==> config.mk <==
export PLATFORM = sky130hd
export DESIGN_NAME = checker_sat_cnt
export DESIGN_NICKNAME = d
export VERILOG_FILES = /design/src/rtl/counter_pkg.sv /design/src/rtl/checker_sat_cnt.sv
export SDC_FILE = /design/constraint.sdc
export NUM_CORES = 1
export LEC_CHECK = 0
export BUFFER_PORTS_ARGS = -buffer_cell sky130_fd_sc_hd__buf_2
export CAP_MARGIN = 20
export CORE_AREA = 10 10 47 49
export DETAILED_ROUTE_END_ITERATION = 8
export DIE_AREA = 0 0 57 59
export PLACE_DENSITY = 0.61
export SYNTH_ARGS = -nofsm -noshare
export SYNTH_HDL_FRONTEND = slang
export SYNTH_SLANG_ARGS = --single-unit
==> constraint.sdc <==
create_clock -name clk -period 1.9 [get_ports clk]
set_input_delay 0.095 -clock clk [delete_from_list [all_inputs] [get_ports clk]]
set_output_delay 0.095 -clock clk [all_outputs]
set_load 0.05 [all_outputs]
==> src/rtl/counter_pkg.sv <==
// Shared types, default widths and sequence helper for the counter checker.
package counter_pkg;

  typedef enum logic [1:0] {IDLE, ACQUIRE, LOCKED} state_t;

  localparam int ERR_W_DEF  = 8;
  localparam int STEP_W_DEF = 16;

  // Successor of prev in an n-bit wrapping count sequence.
  function automatic logic [31:0] next_val(input logic [31:0] prev, input int unsigned n);
    logic [31:0] mask;
    mask = (n >= 32) ? '1 : ((32'd1 << n) - 32'd1);
    return (prev + 32'd1) & mask;
  endfunction

endpackage

==> src/rtl/checker_sat_cnt.sv <==
// Saturating event counter: counts inc pulses, sticks at all ones.
// Latency: count reflects inc one clock later. No backpressure.
// Synchronous active-high reset clears the count.
module checker_sat_cnt
  import counter_pkg::*;
#(
  parameter int WIDTH = ERR_W_DEF
) (
  input  logic             clk,
  input  logic             reset,
  input  logic             inc,
  output logic [WIDTH-1:0] count
);

  always_ff @(posedge clk) begin
    if (reset) begin
      count <= '0;
    end else if (inc && (count != '1)) begin
      count <= count + WIDTH'(1);
    end
  end

endmodule

==> impl.org, run 1 <==
** Outcome
- The flow ran to the end, and the final reports show no timing, DRC or antenna violations.

** Worst setup path
- Kind of end point of the critical path :: flip-flop
- The worst register-to-register path begins at count[0]$_SDFFE_PP0P_.
- Among all stages on the critical path, the largest delay is contributed by sky130_fd_sc_hd__dfxtp_1.
- Data arrival time at the worst-slack endpoint :: 1.56 ns
- Counting cells, the worst reg-to-reg path comes to 4.
- Worst-path cell chain :: ha_1 > and3_4 > a21boi_4 > mux2_4
- Category of the most critical setup path :: reg2reg
- Stage delay of the slowest cell on the critical path :: 0.35 ns
- In this run the worst path has a maximum fanout of 6.
- Crit Reg-Reg Endpoint :: count[0]$_SDFFE_PP0P_
- Required @ worst endpoint :: 2.04 ns
- R2R Setup Slk :: between 0.4 and 0.5 ns
- Startpoint Class :: flip-flop

** Die
- The die is between 50 and 60 um tall.
- The total area inside the core boundary comes to 0.001401 mm^2.
- Top-Level Pins :: 11
- In this run the horizontal extent of the chip is 57 um.
- Die area :: 0.003363 mm^2
- Starting Density :: 0.3071
- Number of rows in the core area :: 14

** Layout
- Leaving out fill and tap cells, the most frequent cell in the layout is sky130_fd_sc_hd__buf_2.
- Share of cells above drive strength 1 :: 0.3103
- Register name with the most flops :: count
- Relative to the synthesized area, the layout overhead comes to 18.90%.
- Final core utilization :: 0.3652
- Count of inserted antenna diode cells :: 0
- Fin nets :: 64
- Largest registers ranked by flip-flop count :: count: 8 flops
- Flip-flop count of the largest register after layout :: 8
- Highest-count cells in the layout ignoring fill and taps :: sky130_fd_sc_hd__buf_2 (10), sky130_fd_sc_hd__dfxtp_1 (8), sky130_fd_sc_hd__a21oi_1 (5), sky130_fd_sc_hd__nand2_1 (5), sky130_fd_sc_hd__clkbuf_4 (3)
- The filler cells instantiated in the layout total between 100 and 150.

** Timing
- Derived from the worst setup path, the maximum achievable clock frequency is 704.6 MHz.
- In the post-route analysis, the smallest setup slack over all paths is 0.4807 ns.
- At the pin with the least slew margin, the transition time is ~0.27 ns.
- Clk_skew :: 0.002001 ns
- Fin Setup TNS :: 0 ns
- RSZ-0062 raised after global routing :: no
- Count of final setup violators :: 0
- The count of final max-slew check failures is 0.
- Dividing the final minimum period by the clock period gives 0.7470.
- Final Critical Period :: 1.419 ns
- Endpoints failing hold :: 0
- In this run the tightest slew margin relative to its limit is 0.8194.

** Clock network
- Insertion delay of the later-clocked pin in the worst-skew pair :: 0.25 ns
- Once the clock tree was built, the resizer swapped 0 gates to a different size.
- In this run the number of H-tree levels came out at 1.
- No sink is reached through more buffers than the 2 on the longest clock path.
- Clock-pin slew was measured on the worst setup and hold paths at 0.05 ns.
- Clk root buf :: sky130_fd_sc_hd__clkbuf_4
- Hold repair after CTS inserted 0 buffers.
- Post CTS Setup Buffer Count :: 0
- CTS tree :: yes
- Number of buffers inserted during clock tree synthesis :: 3
- Clock Sinks :: 8

** Synthesis
- Number of distinct standard cells referenced by the synthesized netlist :: 25
- A synthesized cell averages between 9 and 10 um^2.
- Synthesis produced 46 cells.
- The share of the Yosys chip area taken by registers is 0.3721.
- Yosys synthesis warning count :: 0
- The number of nets handed over by synthesis was 50.
- Area of the mapped netlist :: 430.4 um^2
- Counting flops and latches in the post-synthesis netlist gives 8.

** Place
- The congestion estimate from routability-driven global placement came to 0.7695.
- Port Buffers :: 10
- Worst setup timing slack at the placement stage :: ~0.50 ns
- The wire-length estimate of the detail-placed layout is 704 um.

** Job
- Count of maximum capacitance violations :: 0

** GRT
- Entering global routing, the biggest net connects 9 pins.
- The first global-routing pass estimated ~1.6 mm of wire.
- The via count of the first global-routing pass was 376.
- Initial antenna violation count :: 0
- Overflow left after global routing :: 0
- Across every metal layer, demand over resource in global routing totals 0.05847.

** Pwr
- Total power per unit cell area :: between 600 and 700 mW/mm^2
- Summing internal, switching and leakage power gives about 0.00035 W.
- Leak :: 0.2166 nW
- Highest ir drop seen on vdd :: between 0.3 and 0.4 mV

** Hold path
- The path with the worst hold slack has its endpoint at count[5]$_SDFFE_PP0P_.
- Cells on Worst Hold Path :: 2
- In this run the worst hold path is classified as in2reg.
- Min-Delay Startpoint :: reset

** Route
- Length of the first detailed-routing pass in iterations :: 2
- The final route contains 401 vias.
- After the first detailed-routing iteration, the DRC count stood at 8.
- DRT Wirelength :: 951 um
- Wire length per cell after detailed routing :: 12.85 um
- Number of vias per cell :: 5.419
- The count of nets left with antenna violations once routing finished came out at 0.
- Post-detailed-route DRC marker count :: 0
[logic make-up (layout without fill, tap and decap cells)]
logic type	Yosys count	after routing	share of synthesized area
adder cells (fa/ha/maj)	1	1	0.02907
AND/OR/NAND/NOR	18	18	0.2471
flip-flops	8	8	0.3721
multiplexers	2	2	0.05813
buffers and inverters	2	14	0.03487
AO/OA/AOI/OAI	15	15	0.2587
[worst max path at each step]
stage	start	end	slack, ns
finish	count[0]$_SDFFE_PP0P_	count[0]$_SDFFE_PP0P_	0.48
global route	count[0]$_SDFFE_PP0P_	count[0]$_SDFFE_PP0P_	0.42
CTS	count[0]$_SDFFE_PP0P_	count[0]$_SDFFE_PP0P_	0.48
detailed placement	count[0]$_SDFFE_PP0P_	count[0]$_SDFFE_PP0P_	0.50
global placement	count[0]$_SDFFE_PP0P_	count[0]$_SDFFE_PP0P_	0.51
floorplan	count[0]$_SDFFE_PP0P_	count[0]$_SDFFE_PP0P_	0.24
[through the flow]
stage	instances	cell area, um^2	hold slack, ns
2_1_floorplan	46	430.4	0.1671
3_3_place_gp	71	489.2	0.3792
3_5_place_dp	71	489.2	0.3840
4_1_cts	74	511.7	0.1217
5_1_grt	74	511.7	0.1248
6_report	74	511.7	0.1165
[area by class of cell]
type / instances / area, um^2 / share of cell area
repair buffers: 10 / 50.05 / 0.09780
well taps: 16 / 20.02 / 0.03912
flip-flops and latches: 8 / 160.2 / 0.3130
multi-input cells: 36 / 255.2 / 0.4988
clock buffers: 3 / 22.52 / 0.04401
inverters: 1 / 3.754 / 0.007335
[metal layers]
layer / track usage / vias to the layer above / routed length [um]
met1: 0.06332 / 179 / 463
met4: 0.03356 / 0 / 24
met3: 0.05579 / 5 / 90
met2: 0.07132 / 15 / 371
li1: - / 202 / -
met5: 0 / - / 0
[cells in the mapped netlist]
library cell               number  area, um^2
sky130_fd_sc_hd__a21boi_0       1       7.510
sky130_fd_sc_hd__a31oi_1        1       6.260
sky130_fd_sc_hd__nor2_1         1       3.750
sky130_fd_sc_hd__nand4_1        2       12.51
sky130_fd_sc_hd__o311a_1        1       10.01
sky130_fd_sc_hd__o21bai_1       2       15.01
sky130_fd_sc_hd__o21ai_1        1       5.000
sky130_fd_sc_hd__a21oi_1        5       25.02
sky130_fd_sc_hd__inv_1          1       3.750
sky130_fd_sc_hd__a211oi_1       2       15.01
sky130_fd_sc_hd__nor3_1         2       10.01
sky130_fd_sc_hd__buf_6          1       11.26
sky130_fd_sc_hd__or3_2          1       7.510
sky130_fd_sc_hd__dfxtp_1        8       160.2
sky130_fd_sc_hd__ha_1           1       12.51
sky130_fd_sc_hd__mux2i_1        1       10.01
sky130_fd_sc_hd__a21boi_4       1       18.77
sky130_fd_sc_hd__and2b_2        1       8.760
sky130_fd_sc_hd__mux2_4         1       15.01
sky130_fd_sc_hd__and4_1         2       17.52
sky130_fd_sc_hd__nand2_1        5       18.77
sky130_fd_sc_hd__nand3_1        2       10.01
sky130_fd_sc_hd__and3_4         1       11.26
sky130_fd_sc_hd__a311oi_1       1       8.760
sky130_fd_sc_hd__nand2b_1       1       6.260
[worst max-delay path: cells and delay by family, from the launching register on]
kind,cells,cell delay (ns)
DFF,1,0.35
and+or+nand+nor,1,0.21
muxes,1,0.31
AOI/OAI and AO/OA,1,0.17
adders and majority gates,1,0.26
[power by group]
part	switching, W	internal [W]
Sequential	0.00000569	0.000172
Clock	0.0000571	0.0000722
Combinational	0.0000276	0.0000139
Total	0.0000903	0.000258
(Power assumes the default switching activity.)
==> run 2: changes to the inputs <==
--- a/config.mk
+++ b/config.mk
@@ -10,7 +10,7 @@
 export CORE_AREA = 10 10 47 49
 export DETAILED_ROUTE_END_ITERATION = 8
 export DIE_AREA = 0 0 57 59
-export PLACE_DENSITY = 0.61
+export PLACE_DENSITY = 0.63
 export SYNTH_ARGS = -nofsm -noshare
 export SYNTH_HDL_FRONTEND = slang
 export SYNTH_SLANG_ARGS = --single-unit
==> constraint.sdc (replaced) <==
create_clock -name clk -period 1.3 [get_ports clk]
set_input_delay 0.065 -clock clk [delete_from_list [all_inputs] [get_ports clk]]
set_output_delay 0.065 -clock clk [all_outputs]
set_load 0.05 [all_outputs]
==> impl.org, run 2 (synthesis gave the netlist of run 1 again) <==
** Worst setup path
- Kind of end point of the critical path :: flip-flop
- The startpoint identified for the worst register-to-register timing path is count[0]$_SDFFE_PP0P_.
- Category of the most critical setup path :: reg2reg
- The required time of the critical path is 1.45 ns (-0.59 ns).
- Data arrival time at the worst-slack endpoint :: 1.44 ns (-0.12 ns)
- Worst Reg2Reg Path Length in Cells :: 4 (unchanged)
- Crit Reg-Reg Endpoint :: count[0]$_SDFFE_PP0P_
- In this run the worst setup path begins at count[0]$_SDFFE_PP0P_.
- CP Capture Point :: count[0]$_SDFFE_PP0P_
- The internal reg-to-reg setup slack is 0.02 ns (-0.47 ns).
- STA classifies the critical path startpoint as a flip-flop.
- The peak fanout along the critical path is 6 (unchanged).

** Timing
- Part of the cycle the worst path needs :: 0.9882 (+0.2413)
- The final period demand of the worst path was 1.285 ns (-0.1346 ns).
- Setup repair after global routing could not meet its margin everywhere.
- Clk_skew :: 0.008331 ns (+0.006330 ns)
- The achievable clock frequency came to 778.4 MHz (+10%).
- Count of final setup violators :: 0 (unchanged)
- The relative slew slack came to 0.8031 (-0.01631).
- The count of final max-slew check failures was 0 (unchanged).
- The final count of hold timing violations was 0 (unchanged).
- The actual transition at the worst max-transition pin was 0.2934 ns (+0.02248 ns).

** Clock network
- The clock latency on the worst-skew pair came to 0.26 ns (about the same).
- Clk pin slew, worst setup/hold paths :: 0.06 ns (about the same)
- Worst-case clock buffer depth :: 2 (unchanged)
- Number of buffers inserted during clock tree synthesis :: 3 (unchanged)
- Clk root buf :: sky130_fd_sc_hd__clkbuf_4
- Clock Sinks :: 8 (unchanged)
- CTS tree :: yes
- Number of levels the H-tree was split into :: 1 (unchanged)

** Route
- The remaining routing DRC violations came to 0 (unchanged).
- The routed wire length came to 1.130 mm (+19%).
- The average routed wire per standard cell is 14.13 um (+9.9%).
- Number of vias in the routed layout :: 435 (+8.5%)
- DRT iter0 DRCs :: 9 (+1)
- The remaining number of nets flagged by the antenna check after routing is 0 (unchanged).
- Length of the first detailed-routing pass in iterations :: 4 (+2)
- Number of vias per cell :: 5.438 (+0.34%)

** Pwr
- The power consumption was 0.0005320 W (+53%).
- The maximum vdd drop came to 0.5093 mV (+56%).
- Leak :: 0.2517 nW (+16%)
- The ratio of total power to cell area was 900.8 mW/mm^2 (+32%).

** Layout
- The flip-flop count of the largest register after layout came to 8 (unchanged).
- The final standard cell count with taps included and fillers excluded was 80 (+8.1%).
- Fin nets :: 70 (+9.4%)
- count holds more flip-flops than any other register.
- Share of cells above drive strength 1 :: 0.5313 (+0.2209)
- Compared with the post-synthesis result, the final layout area differs by 37.21%.
- Largest registers ranked by flip-flop count :: count: 8 flops
- The number of diodes added for antenna fixing is 0 (unchanged).
- Commonest non-fill, non-tap cell in the layout :: sky130_fd_sc_hd__buf_2
- Highest-count cells in the layout ignoring fill and taps :: sky130_fd_sc_hd__buf_2 (10), sky130_fd_sc_hd__buf_4 (6), sky130_fd_sc_hd__a21oi_1 (5), sky130_fd_sc_hd__nand2_1 (5)

** GRT
- The via count of the first global-routing pass is 425 (+13%).
- Overall Global Routing Usage :: 0.07412 (+0.01566)
- First-pass GRT wire length :: 1.897 mm (+22%)
- Pin count of the biggest net entering global routing :: 9 (unchanged)
- Initial antenna violation count :: 0 (unchanged)
- The leftover overflow at the end of global routing is 0 (unchanged).

** Die
- Top-Level Pins :: 11 (unchanged)
- The die span in x is 57 um (unchanged).
- The area enclosed by the die boundary was 0.003363 mm^2 (unchanged).
- Starting Density :: 0.3071 (unchanged)
- Die height :: 59 um (unchanged)
- Core ar. :: 0.001401 mm^2 (unchanged)
- Number of rows in the core area :: 14 (unchanged)

** Outcome
- The flow ran to the end, and the final reports show no timing, DRC or antenna violations.

** Job
- The number of violations of the max-capacitance limit was 0 (unchanged).

** Place
- Placer congestion estimate :: 0.7588 (-1.4%)
- Detail Placement HPWL :: 792.6 um (+13%)
- The number of I/O port buffers came to 10 (unchanged).
- Total instance count after detailed placement :: 74 (+4.2%)

** Hold path
- Path type of the worst min-delay path :: in2reg
## run 2: cell count changes in the layout (fill, tap and decap cells not counted), moves of 4 or more
cell / delta
sky130_fd_sc_hd__buf_4: +6
sky130_fd_sc_hd__dfxtp_1: -8
sky130_fd_sc_hd__dfxtp_2: +4
sky130_fd_sc_hd__dfxtp_4: +4
## run 2: how the worst min path moves through the flow
stage	from	end	slack [ns]	cells past startpoint
floorplan	reset	count[7]$_SDFFE_PP0P_	0.13	1
global placement	reset	count[7]$_SDFFE_PP0P_	0.33	2
detailed placement	reset	count[5]$_SDFFE_PP0P_	0.34	2
CTS	reset	count[5]$_SDFFE_PP0P_	0.07	2
global route	reset	count[5]$_SDFFE_PP0P_	0.09	2
finish	reset	count[5]$_SDFFE_PP0P_	0.08	2
## run 2: final cells by class
class	instances	area, um^2
Inverter	1	3.754
Clock buffer	3	22.52
Fill cell	147	810.8
Multi-Input combinational cell	36	269.0
Tap cell	16	20.02
Timing Repair Buffer	16	95.09
Sequential cell	8	180.2
## run 2: per-stage QoR
stage | hold slack [ns] | setup WS (ns) | cell area [um^2] | utilization | setup TNS, ns
2_1_floorplan | 0.1297 | -0.03174 | 462.9 | - | -0.03174
3_3_place_gp | 0.3324 | 0.04390 | 544.3 | 0.3884 | 0
3_5_place_dp | 0.3432 | 0.03372 | 544.3 | 0.3884 | 0
4_1_cts | 0.07391 | 0.005336 | 566.8 | 0.4045 | 0
5_1_grt | 0.09173 | -0.01893 | 590.6 | 0.4214 | -0.03206
6_report | 0.07908 | 0.01528 | 590.6 | 0.4214 | 0
## run 2: report_power, final
group | switching [W] | internal (W)
clock network | 0.0000931 | 0.000106
logic | 0.0000444 | 0.0000310
registers | 0.00000962 | 0.000248
total | 0.000147 | 0.000385
## run 2: metal layers
metal	up-vias	part of all wire	wire [um]	track usage
li1	219	-	-	-
met1	193	0.40	451	0.06946
met2	18	0.45	511	0.1132
met4	0	0.026	29	0.05034
met3	5	0.12	138	0.05365
met5	-	0	0	0
## run 2: what timing repair did
action	4_1_cts	5_1_grt
gates resized for setup	0	1
endpoints found under the hold margin	0	0
setup endpoints to repair	0	2
setup buffers	0	3
hold buffers	0	0
## run 2: critical path, cell delays in order (launching register included)
cell	delay (ns)
sky130_fd_sc_hd__dfxtp_4	0.36
sky130_fd_sc_hd__ha_4	0.15
sky130_fd_sc_hd__and3_4	0.19
sky130_fd_sc_hd__a21boi_4	0.16
sky130_fd_sc_hd__mux2_4	0.31
